===== config.mk =====
export PLATFORM = sky130hd
export DESIGN_NAME = fc_layer_engine
export DESIGN_NICKNAME = d
export VERILOG_FILES = /design/src/rtl/fc_layer_engine.sv
export SDC_FILE = /design/constraint.sdc
export NUM_CORES = 1
export LEC_CHECK = 0
export CORE_ASPECT_RATIO = 0.5
export CORE_MARGIN = 3
export CORE_UTILIZATION = 53
export DETAILED_ROUTE_END_ITERATION = 8
export PLACE_DENSITY = 0.88
export SYNTH_ARGS = -nofsm -noshare
export SYNTH_HDL_FRONTEND = slang
export SYNTH_SLANG_ARGS = --single-unit

===== constraint.sdc =====
create_clock -name clk -period 7.9 [get_ports clk]
set_input_delay 1.58 -clock clk [delete_from_list [all_inputs] [get_ports clk]]
set_output_delay 1.58 -clock clk [all_outputs]
set_load 0.02 [all_outputs]

===== src/rtl/fc_layer_engine.sv =====
// -----------------------------------------------------------------------------
// fc_layer_engine
//
// Fully-connected layer engine. A run covers GROUPS input vectors. For each
// vector g it produces OUT_NUM neurons:
//   out[g][o] = requant( sum_i d[g][i] * w[o][i] + bias[o] )
// The input, weight and bias memories are external BRAMs with a one-cycle
// read latency. Results leave through a valid/ready handshake.
//
// Each neuron walks ISSUE (IN_NUM reads) -> DRAIN -> POST -> WRITE.
// With out_ready held high a neuron costs IN_NUM+3 cycles, and a run ends
// with a single DONE cycle.
//
// Build option:
//   FC_RELU_EN  when defined, negative results clamp to 0 (ReLU) and positive
//               results saturate to 2^(OUT_W-1)-1. When undefined, results
//               use plain signed saturation to the OUT_W range.
//
// Ports:
//   clk        rising-edge clock
//   rst_n      synchronous active-low reset
//   start      one-cycle pulse that begins a run; ignored while busy
//   busy       high from the cycle after an accepted start until done
//   done       one-cycle pulse after the last output transfer
//   d_rd_en    input RAM read enable
//   d_addr     input RAM address   = g*IN_NUM + i
//   d_data     input RAM read data, valid the cycle after d_rd_en
//   w_rd_en    weight RAM read enable, asserted together with d_rd_en
//   w_addr     weight RAM address  = o*IN_NUM + i
//   w_data     weight RAM read data, valid the cycle after w_rd_en
//   b_addr     bias RAM address    = o, held for the whole neuron
//   b_data     bias RAM read data
//   out_valid  result valid
//   out_ready  sink ready; a transfer happens on out_valid && out_ready
//   out_addr   result address      = g*OUT_NUM + o
//   out_data   requantised result
// -----------------------------------------------------------------------------
module fc_layer_engine #(
    parameter int IN_NUM  = 480,
    parameter int OUT_NUM = 64,
    parameter int GROUPS  = 42,
    parameter int DATA_W  = 8,
    parameter int W_W     = 8,
    parameter int B_W     = 16,
    parameter int OUT_W   = 8,
    parameter int SHIFT   = 10,
    parameter int ACC_W   = DATA_W + W_W + $clog2(IN_NUM) + 1,
    localparam int DA_W   = (GROUPS * IN_NUM > 1) ? $clog2(GROUPS * IN_NUM) : 1,
    localparam int WA_W   = (OUT_NUM * IN_NUM > 1) ? $clog2(OUT_NUM * IN_NUM) : 1,
    localparam int BA_W   = (OUT_NUM > 1) ? $clog2(OUT_NUM) : 1,
    localparam int OA_W   = (GROUPS * OUT_NUM > 1) ? $clog2(GROUPS * OUT_NUM) : 1
) (
    input  logic              clk,
    input  logic              rst_n,
    input  logic              start,
    output logic              busy,
    output logic              done,
    output logic              d_rd_en,
    output logic [DA_W-1:0]   d_addr,
    input  logic [DATA_W-1:0] d_data,
    output logic              w_rd_en,
    output logic [WA_W-1:0]   w_addr,
    input  logic [W_W-1:0]    w_data,
    output logic [BA_W-1:0]   b_addr,
    input  logic [B_W-1:0]    b_data,
    output logic              out_valid,
    input  logic              out_ready,
    output logic [OA_W-1:0]   out_addr,
    output logic [OUT_W-1:0]  out_data
);

    localparam int IW  = $clog2(IN_NUM);
    localparam int GW  = (GROUPS > 1) ? $clog2(GROUPS) : 1;
    localparam int PW  = DATA_W + W_W;
    // Two guard bits above the wider of accumulator and bias: one for the
    // bias add, one for the rounding offset.
    localparam int S_W = ((ACC_W > B_W) ? ACC_W : B_W) + 2;

    localparam logic signed [S_W-1:0] RND =
        (SHIFT > 0) ? (S_W'(1) << ((SHIFT > 0) ? SHIFT - 1 : 0)) : '0;
    localparam logic signed [S_W-1:0] OMAX =
        {{(S_W - OUT_W + 1){1'b0}}, {(OUT_W - 1){1'b1}}};
    localparam logic signed [S_W-1:0] OMIN = ~OMAX;

    typedef enum logic [2:0] {
        S_IDLE,
        S_ISSUE,
        S_DRAIN,
        S_POST,
        S_WRITE,
        S_DONE
    } state_t;

    // Round half up, then arithmetic shift right.
    function automatic logic signed [S_W-1:0] round_shift(input logic signed [S_W-1:0] s);
        return (s + RND) >>> SHIFT;
    endfunction

    // Clamp the shifted sum into the output range.
    function automatic logic [OUT_W-1:0] saturate(input logic signed [S_W-1:0] r);
`ifdef FC_RELU_EN
        if (r[S_W-1]) begin
            return '0;
        end else if (r > OMAX) begin
            return OMAX[OUT_W-1:0];
        end
        return r[OUT_W-1:0];
`else
        if (r > OMAX) begin
            return OMAX[OUT_W-1:0];
        end else if (r < OMIN) begin
            return OMIN[OUT_W-1:0];
        end
        return r[OUT_W-1:0];
`endif
    endfunction

    // Control state
    state_t           state_q, state_d;
    logic [IW-1:0]    i_q, i_d;
    logic [BA_W-1:0]  o_q, o_d;
    logic [GW-1:0]    g_q, g_d;
    logic             vld_p1_q, vld_p1_d;
    logic             first_p1_q, first_p1_d;
    logic [OUT_W-1:0] out_data_q, out_data_d;

    // Datapath state (no reset: first_p1 reloads the accumulator)
    logic signed [ACC_W-1:0] acc_q, acc_d;

    logic signed [DATA_W-1:0] d_s;
    logic signed [W_W-1:0]    w_s;
    logic signed [B_W-1:0]    b_s;
    logic signed [PW-1:0]     prod_p1;
    logic signed [ACC_W-1:0]  prod_ext_p1;
    logic signed [S_W-1:0]    sum_post;
    logic signed [S_W-1:0]    shr_post;
    logic                     last_i;
    logic                     last_o;
    logic                     last_g;

    assign d_s = d_data;
    assign w_s = w_data;
    assign b_s = b_data;

    // Stage p1: RAM data is present the cycle after the read was issued. The
    // product is formed here and folded into the accumulator at the edge.
    assign prod_p1     = PW'(d_s) * PW'(w_s);
    assign prod_ext_p1 = ACC_W'(prod_p1);

    // POST stage: bias add and requantisation on the completed accumulator.
    assign sum_post = S_W'(acc_q) + S_W'(b_s);
    assign shr_post = round_shift(sum_post);

    assign last_i = (i_q == IW'(IN_NUM - 1));
    assign last_o = (o_q == BA_W'(OUT_NUM - 1));
    assign last_g = (g_q == GW'(GROUPS - 1));

    always_comb begin
        state_d    = state_q;
        i_d        = i_q;
        o_d        = o_q;
        g_d        = g_q;
        vld_p1_d   = 1'b0;
        first_p1_d = 1'b0;
        out_data_d = out_data_q;
        acc_d      = acc_q;

        if (vld_p1_q) begin
            acc_d = first_p1_q ? prod_ext_p1 : acc_q + prod_ext_p1;
        end

        case (state_q)
            S_IDLE: begin
                if (start) begin
                    state_d = S_ISSUE;
                    i_d     = '0;
                    o_d     = '0;
                    g_d     = '0;
                end
            end
            S_ISSUE: begin
                vld_p1_d   = 1'b1;
                first_p1_d = (i_q == '0);
                if (last_i) begin
                    i_d     = '0;
                    state_d = S_DRAIN;
                end else begin
                    i_d = i_q + IW'(1);
                end
            end
            S_DRAIN: begin
                state_d = S_POST;
            end
            S_POST: begin
                out_data_d = saturate(shr_post);
                state_d    = S_WRITE;
            end
            S_WRITE: begin
                // Holding here while out_ready is low keeps address/data
                // stable and stops any further reads.
                if (out_ready) begin
                    if (last_o) begin
                        o_d = '0;
                        if (last_g) begin
                            g_d     = '0;
                            state_d = S_DONE;
                        end else begin
                            g_d     = g_q + GW'(1);
                            state_d = S_ISSUE;
                        end
                    end else begin
                        o_d     = o_q + BA_W'(1);
                        state_d = S_ISSUE;
                    end
                end
            end
            S_DONE: begin
                state_d = S_IDLE;
            end
            default: begin
                state_d = S_IDLE;
            end
        endcase
    end

    always_ff @(posedge clk) begin
        if (!rst_n) begin
            state_q    <= S_IDLE;
            i_q        <= '0;
            o_q        <= '0;
            g_q        <= '0;
            vld_p1_q   <= 1'b0;
            first_p1_q <= 1'b0;
            out_data_q <= '0;
        end else begin
            state_q    <= state_d;
            i_q        <= i_d;
            o_q        <= o_d;
            g_q        <= g_d;
            vld_p1_q   <= vld_p1_d;
            first_p1_q <= first_p1_d;
            out_data_q <= out_data_d;
        end
    end

    always_ff @(posedge clk) begin
        acc_q <= acc_d;
    end

    assign busy      = (state_q != S_IDLE) && (state_q != S_DONE);
    assign done      = (state_q == S_DONE);
    assign d_rd_en   = (state_q == S_ISSUE);
    assign w_rd_en   = (state_q == S_ISSUE);
    assign out_valid = (state_q == S_WRITE);
    assign out_data  = out_data_q;
    assign b_addr    = o_q;
    assign d_addr    = DA_W'(32'(g_q) * 32'(IN_NUM) + 32'(i_q));
    assign w_addr    = WA_W'(32'(o_q) * 32'(IN_NUM) + 32'(i_q));
    assign out_addr  = OA_W'(32'(g_q) * 32'(OUT_NUM) + 32'(o_q));

endmodule


==> results of run 1 <==
[layout make-up]
type                       instances  share of cell area
antenna                            1            0.000217
clock buffer                      13              0.0244
clock inverter                     3             0.00357
inverter                         138              0.0448
multi-input combinational        837               0.649
sequential                        60               0.127
tap                              227              0.0246
timing repair buffer             161               0.127
[synthesized netlist by cell type, drive strengths merged (12+ instances only)]
library cell  count  area, um2
edfxtp           26        781
nor2b            20        125
buf              19        138
xnor2            59        517
a21oi            72        390
ha              152       1900
nand2            65        244
nand3            22        110
dfxtp            34        681
clkbuf           12       45.0
fa               76       1520
nor2             47        176
and2             53        332
o21bai           14        105
inv             138        518
o21ai            54        274
a21o             29        218
xor2             34        298
[layer usage]
| layer | routed length, um | GRT usage |
|---|---|---|
| met3 | 871 | 0.0270 |
| met4 | 498 | 0.0766 |
| met5 | 0 | 0 |
| met2 | 11600 | 0.423 |
| met1 | 9640 | 0.271 |
[critical path, delay by kind of cell]
family	cells	cell delay, ns
adders and majority gates	6	2.21
buffers and inverters	7	0.98
AOI/OAI and AO/OA	11	1.91
xor gates and xnor gates	2	0.37
and+or+nand+nor	3	0.75
[registers in the layout (all words and copies together), names as in the netlist]
| name | flops |
|---|---|
| b_addr | 6 |
| g_q | 6 |
| i_q | 9 |
| out_data | 8 |
| acc_q | 26 |
| state_q | 3 |
| first_p1_q | 1 |
| vld_p1_q | 1 |
[what timing repair did]
| item | 4_1_cts | 5_1_grt |
|---|---|---|
| hold buffers | 0 | 0 |
| gates cloned | 0 | 0 |
| endpoints found under the setup margin | 2 | 10 |
| gates resized for setup | 2 | 39 |
| pin swaps | 0 | 16 |
| setup buffers | 0 | 1 |
[worst min path at each step]
stage,to,slack [ns],depth (start not counted)
CTS,out_data[7]$_SDFFE_PN0N_,0.54,2
detailed placement,out_data[7]$_SDFFE_PN0N_,0.52,2
global route,out_data[7]$_SDFFE_PN0N_,0.56,2
global placement,out_data[7]$_SDFFE_PN0N_,0.50,2
finish,out_data[7]$_SDFFE_PN0N_,0.53,2
floorplan,i_q[8]$_SDFFE_PN0P_,0.55,2
[cells in the final DEF, fill, tap and decap left out, types with 22 or more instances in the layout]
master,netlist,layout
sky130_fd_sc_hd__xnor2_1,59,58
sky130_fd_sc_hd__nand2_1,65,65
sky130_fd_sc_hd__clkdlybuf4s50_1,0,91
sky130_fd_sc_hd__buf_4,17,64
sky130_fd_sc_hd__nand3_1,22,22
sky130_fd_sc_hd__edfxtp_1,26,26
sky130_fd_sc_hd__fa_1,76,76
sky130_fd_sc_hd__a21o_1,29,29
sky130_fd_sc_hd__and2_1,52,51
sky130_fd_sc_hd__dfxtp_1,34,34
sky130_fd_sc_hd__o21ai_0,48,43
sky130_fd_sc_hd__inv_1,138,137
sky130_fd_sc_hd__xor2_1,34,34
sky130_fd_sc_hd__nor2_1,47,47
sky130_fd_sc_hd__ha_1,152,148
sky130_fd_sc_hd__a21oi_1,64,54
[cell families (layout without fill, tap and decap cells)]
logic type | Yosys count | after routing | synth area share
XOR/XNOR | 93 | 93 | 0.0857
AO/OA/AOI/OAI | 230 | 230 | 0.163
buffers and inverters | 169 | 315 | 0.0737
adder cells (fa/ha/maj) | 228 | 228 | 0.360
AND/OR/NAND/NOR | 276 | 276 | 0.153
flip-flops | 60 | 60 | 0.154
multiplexers | 10 | 10 | 0.0111
other | 0 | 1 | 0
[metrics by stage]
step	setup WS (ns)	hold WS, ns	instance area, um2	instances
4_1_cts	0.00567	0.535	11400	1438
2_1_floorplan	0.199	0.548	9510	1066
3_3_place_gp	-0.106	0.498	11000	1422
3_5_place_dp	-0.348	0.524	11000	1422
5_1_grt	-0.0994	0.565	11500	1439
6_report	0.142	0.532	11600	1440
==> out/qor.yml, run 1 <==
regToRegEndpoint: "out_data[4]$_SDFFE_PN0N_"
reg2reg_slack_ns: 4.46
die_h_um: 101
yosys_register_bits: 60
arrival_ns: 7.81
final_core_util: 0.681
r2r-start: "acc_q[3]$_DFFE_PP_"
setup.worst_path.end_class: "flip-flop"
initial_antenna_violation_count: 0
synth.distinct_cells: 68
critical_path.startpoint_type: "primary input"
fin_tns_setup_ns: 0
detail_route.vias_per_cell: 5.56
cp-startpoint: "d_data[4]"
worstSetupEndpoint: "acc_q[24]$_DFFE_PP_"
synth_ff_type: "sky130_fd_sc_hd__dfxtp_1"
syn2layout_area_growth_pct: 21.5
clock_path_buffers: 2
syn-num-nets: 1330
timing.max_slew.rel_slack: 0.199
max_slew.worst_pin.slew_ns: 1.20
dp_hpwl_mm: 18.2
run_status: "complete, no violations"
dieWidth_um: 195
r2r.worst_path.cells: 12
synth-seq-area-share: 0.154
number_of_cts_inserted_buffers: 9
timing.fmax_mhz: 129
grt.overflow.total: 0
period_utilisation_layout: 0.982
detail_route.drc_violations: 0
drt_first_iter_violations: 307
cts_num_sinks: 60
final_net_count: 1471
synthesis.instances: 1066
initial_core_util: 0.560
clk_latency_ns: 0.34
worst_path_largest_cell_delay_ns: 0.53
max_cap_viol_count: 0
route.final.wire_length_mm: 22.6
drt_pass1_iterations: 5
post_synth_edffs: 26
drtAntennaViolNets: 0
required_time_of_the_worst_setup_path_ns: 7.95
vias_in_the_first_global_route: 8231
seqCellArea_um2: 1460
root_buffer: "sky130_fd_sc_hd__clkbuf_16"
grt_pass1_wl_mm: 37.0
fillCellCount: 1186
place.port_buffers: 96
drive_gt1_frac: 0.111
min_period_ns: 7.76
floorplan.die_area_um2: 19700
cts_max_level: 3
wl_per_cell_um: 15.7
placeableCoreArea_um2: 17000
place.gp.congestion: 0.936
setup_violations: 0
async_reset_ff_frac: 0
hold_class: "reg -> reg"
vias: 8010
groute.usage.overall: 0.225
finalHoldViolations: 0
ys.warnings.count: 0
footprint_of_the_multi_input_gates_um2: 7500
fp-row-count: 33
timing.setup.critical_path_class: "in -> reg"
top_level_ports: 97
crit_slowest_cell: "sky130_fd_sc_hd__fa_1"
critical_path.max_fanout: 7
clkSlewWorstSetupHoldPaths_ns: 0.05
pin_count_of_the_biggest_net_entering_global_routing: 42
cts_tree: "done"
synth.avg_cell_area_um2: 8.92
min_from: "out_data[7]$_SDFFE_PN0N_"
finalMaxSlewViolations: 0
final.setup_skew_ns: 0.0140
post_synth_instance_area_um2: 9510
Power of run 1 is not shown: default switching activity piles up to over one toggle a cycle in this logic, so the estimate is an artifact.
==> inputs of run 2 (changes only) <==
--- a/config.mk
+++ b/config.mk
@@ -5,11 +5,13 @@
 export SDC_FILE = /design/constraint.sdc
 export NUM_CORES = 1
 export LEC_CHECK = 0
+export ABC_AREA = 0
 export CORE_ASPECT_RATIO = 0.5
 export CORE_MARGIN = 3
 export CORE_UTILIZATION = 53
 export DETAILED_ROUTE_END_ITERATION = 8
 export PLACE_DENSITY = 0.88
+export SKIP_LAST_GASP = 1
 export SYNTH_ARGS = -nofsm -noshare
 export SYNTH_HDL_FRONTEND = slang
 export SYNTH_SLANG_ARGS = --single-unit
==> results of run 2 <==
The final DEF is identical to that of run 1; final timing and power are the same.
Power of run 2 is left out for the same reason.
==> inputs of run 3 (changes only) <==
--- a/config.mk
+++ b/config.mk
@@ -7,7 +7,6 @@
 export LEC_CHECK = 0
 export ABC_AREA = 0
 export CORE_ASPECT_RATIO = 0.5
-export CORE_MARGIN = 3
 export CORE_UTILIZATION = 53
 export DETAILED_ROUTE_END_ITERATION = 8
 export PLACE_DENSITY = 0.88
==> run 3 against run 2 <==
Via count decreased by 0.69%. Clock skew decreased by 0.0058 ns. Non-clock buffer count increased by 4. Final area increased by 0.15%. Flip-flop and latch count unchanged. Core utilization decreased by 1.7 points. Setup slack improved by 0.098 ns. Sequential share of layout area about the same. Global-route usage increased by 1.3 points. Critical endpoint is now acc_q[23]$_DFFE_PP_. Largest cell class unchanged.
==> out/qor.yml, run 3 (synthesis gave the netlist of run 1 again) <==
die_h_um: 96.7  # -4.0%
worst_path_largest_cell_delay_ns: 0.54  # about the same
syn2layout_area_growth_pct: 21.7
setup.worst_path.end_class: "flip-flop"
seqCellArea_um2: 1460  # unchanged
initial_antenna_violation_count: 0  # unchanged
initial_core_util: 0.545  # -0.0151
timing.fmax_mhz: 131  # +1.3%
largest_reg_flops: 26  # unchanged
floorplan.die_area_um2: 18500  # -5.9%
vias: 7955  # -0.69%
layout_commonest_cell: "sky130_fd_sc_hd__ha_1"
fillCellCount: 1317  # +11%
root_buffer: "sky130_fd_sc_hd__clkbuf_16"
max_cap_viol_count: 0  # unchanged
drive_gt1_frac: 0.109  # -0.00283
route.final.wire_length_mm: 21.8  # -3.3%
drt_pass1_iterations: 5  # unchanged
timing.max_slew.rel_slack: 0.230  # +0.0314
largest_register: "acc_q"
antenna_cells: 0  # -1
place.gp.congestion: 0.898  # -4.0%
dp_worst_setup_slack_ns: -0.353  # -0.00548 ns
drt_first_iter_violations: 227  # -26%
crit_slowest_cell: "sky130_fd_sc_hd__fa_1"
groute.usage.overall: 0.239  # +0.0131
pin_count_of_the_biggest_net_entering_global_routing: 42  # unchanged
hold_class: "reg -> reg"
min_from: "out_data[7]$_SDFFE_PN0N_"
critical_path.max_fanout: 7  # unchanged
clock_path_buffers: 2  # unchanged
r2r.worst_path.cells: 12  # unchanged
number_of_cts_inserted_buffers: 9  # unchanged
wl_per_cell_um: 15.1  # -3.9%
required_time_of_the_worst_setup_path_ns: 7.97  # +0.02 ns
cts_num_sinks: 60  # unchanged
top_level_ports: 97  # unchanged
r2r-start: "acc_q[12]$_DFFE_PP_"
arrival_ns: 7.73  # -0.08 ns
regToRegEndpoint: "out_data[4]$_SDFFE_PN0N_"
cts_tree: "done"
fp-row-count: 34  # +3.0%
critical_path.startpoint_type: "primary input"
dp_hpwl_mm: 18.0  # -1.1%
drtAntennaViolNets: 0  # unchanged
setup_violations: 0  # unchanged
max_slew.worst_pin.slew_ns: 1.15  # -0.0471 ns
clk_latency_ns: 0.33  # about the same
detail_route.drc_violations: 0  # unchanged
min_delay_worst_endpoint: "out_data[7]$_SDFFE_PN0N_"
cts_max_level: 3  # unchanged
min_period_ns: 7.66  # -0.0983 ns
period_utilisation_layout: 0.970  # -0.0124
detail_route.vias_per_cell: 5.49  # -1.4%
min_delay_path_depth: 2  # unchanged
clkSlewWorstSetupHoldPaths_ns: 0.05  # about the same
fin_ws_ns: 0.240  # +0.0983 ns
final_net_count: 1475  # +0.27%
dieWidth_um: 191  # -2.0%
finalMaxSlewViolations: 0  # unchanged
placeableCoreArea_um2: 17400  # +2.8%
footprint_of_the_multi_input_gates_um2: 7470  # -0.42%
reg2reg_slack_ns: 4.42  # -0.04 ns
grt.overflow.total: 0  # unchanged
finalHoldViolations: 0  # unchanged
final.setup_skew_ns: 0.00820  # -0.00584 ns
grt_pass1_wl_mm: 36.5  # -1.2%
timing.setup.critical_path_class: "in -> reg"
run_status: "complete, no violations"
vias_in_the_first_global_route: 8100  # -1.6%
most-common-layout-cells: "sky130_fd_sc_hd__ha_1, sky130_fd_sc_hd__inv_1, sky130_fd_sc_hd__clkdlybuf4s50_1"
cp_common_cell: "sky130_fd_sc_hd__buf_4"
place.port_buffers: 96  # unchanged
-- run 3: area by class of cell --
class,instances,area share
clock inverter,6,0.00973
multi-input combinational,837,0.645
timing repair buffer,165,0.129
sequential,60,0.126
tap,234,0.0253
clock buffer,10,0.0198
inverter,138,0.0448
-- run 3: worst max path at each step --
stage / start / to / cells past startpoint
after floorplan: d_data[3] / acc_q[24]$_DFFE_PP_ / 26
after global placement: w_data[3] / acc_q[24]$_DFFE_PP_ / 28
after detailed placement: w_data[4] / acc_q[24]$_DFFE_PP_ / 27
after CTS: w_data[4] / acc_q[25]$_DFFE_PP_ / 28
after global routing: w_data[4] / acc_q[24]$_DFFE_PP_ / 26
final: w_data[4] / acc_q[23]$_DFFE_PP_ / 27
-- run 3: metrics by stage --
stage	std cells	utilization	area, um2	TNS [ns]	hold slack (ns)
after floorplan	1066	-	9510	0	0.548
after global placement	1428	0.634	11000	-0.306	0.527
after detailed placement	1428	0.634	11000	-1.33	0.540
after CTS	1444	0.653	11400	0	0.551
after global routing	1450	0.663	11600	-0.0413	0.567
final	1450	0.663	11600	0	0.543
-- run 3: per-layer routing --
layer	track usage	vias to the layer above	share of wire
li1	-	3934	-
met1	0.291	3777	0.42
met2	0.442	209	0.51
met3	0.0247	35	0.042
met4	0.0659	0	0.019
met5	0	-	0
-- run 3: worst max-delay path, delay by kind of cell --
family	cells	cell delay (ns)
and+or+nand+nor	3	0.57
AOI/OAI and AO/OA	7	1.23
adders and majority gates	6	2.71
xor gates and xnor gates	1	0.17
buffers and inverters	10	1.43
-- run 3: repair_timing --
item,CTS,global route
gates cloned,0,0
hold buffers,0,0
endpoints found under the setup margin,1,7
gates resized for setup,1,29
setup buffers,0,6
pin swaps,0,18
Power of run 3 is left out for the same reason.
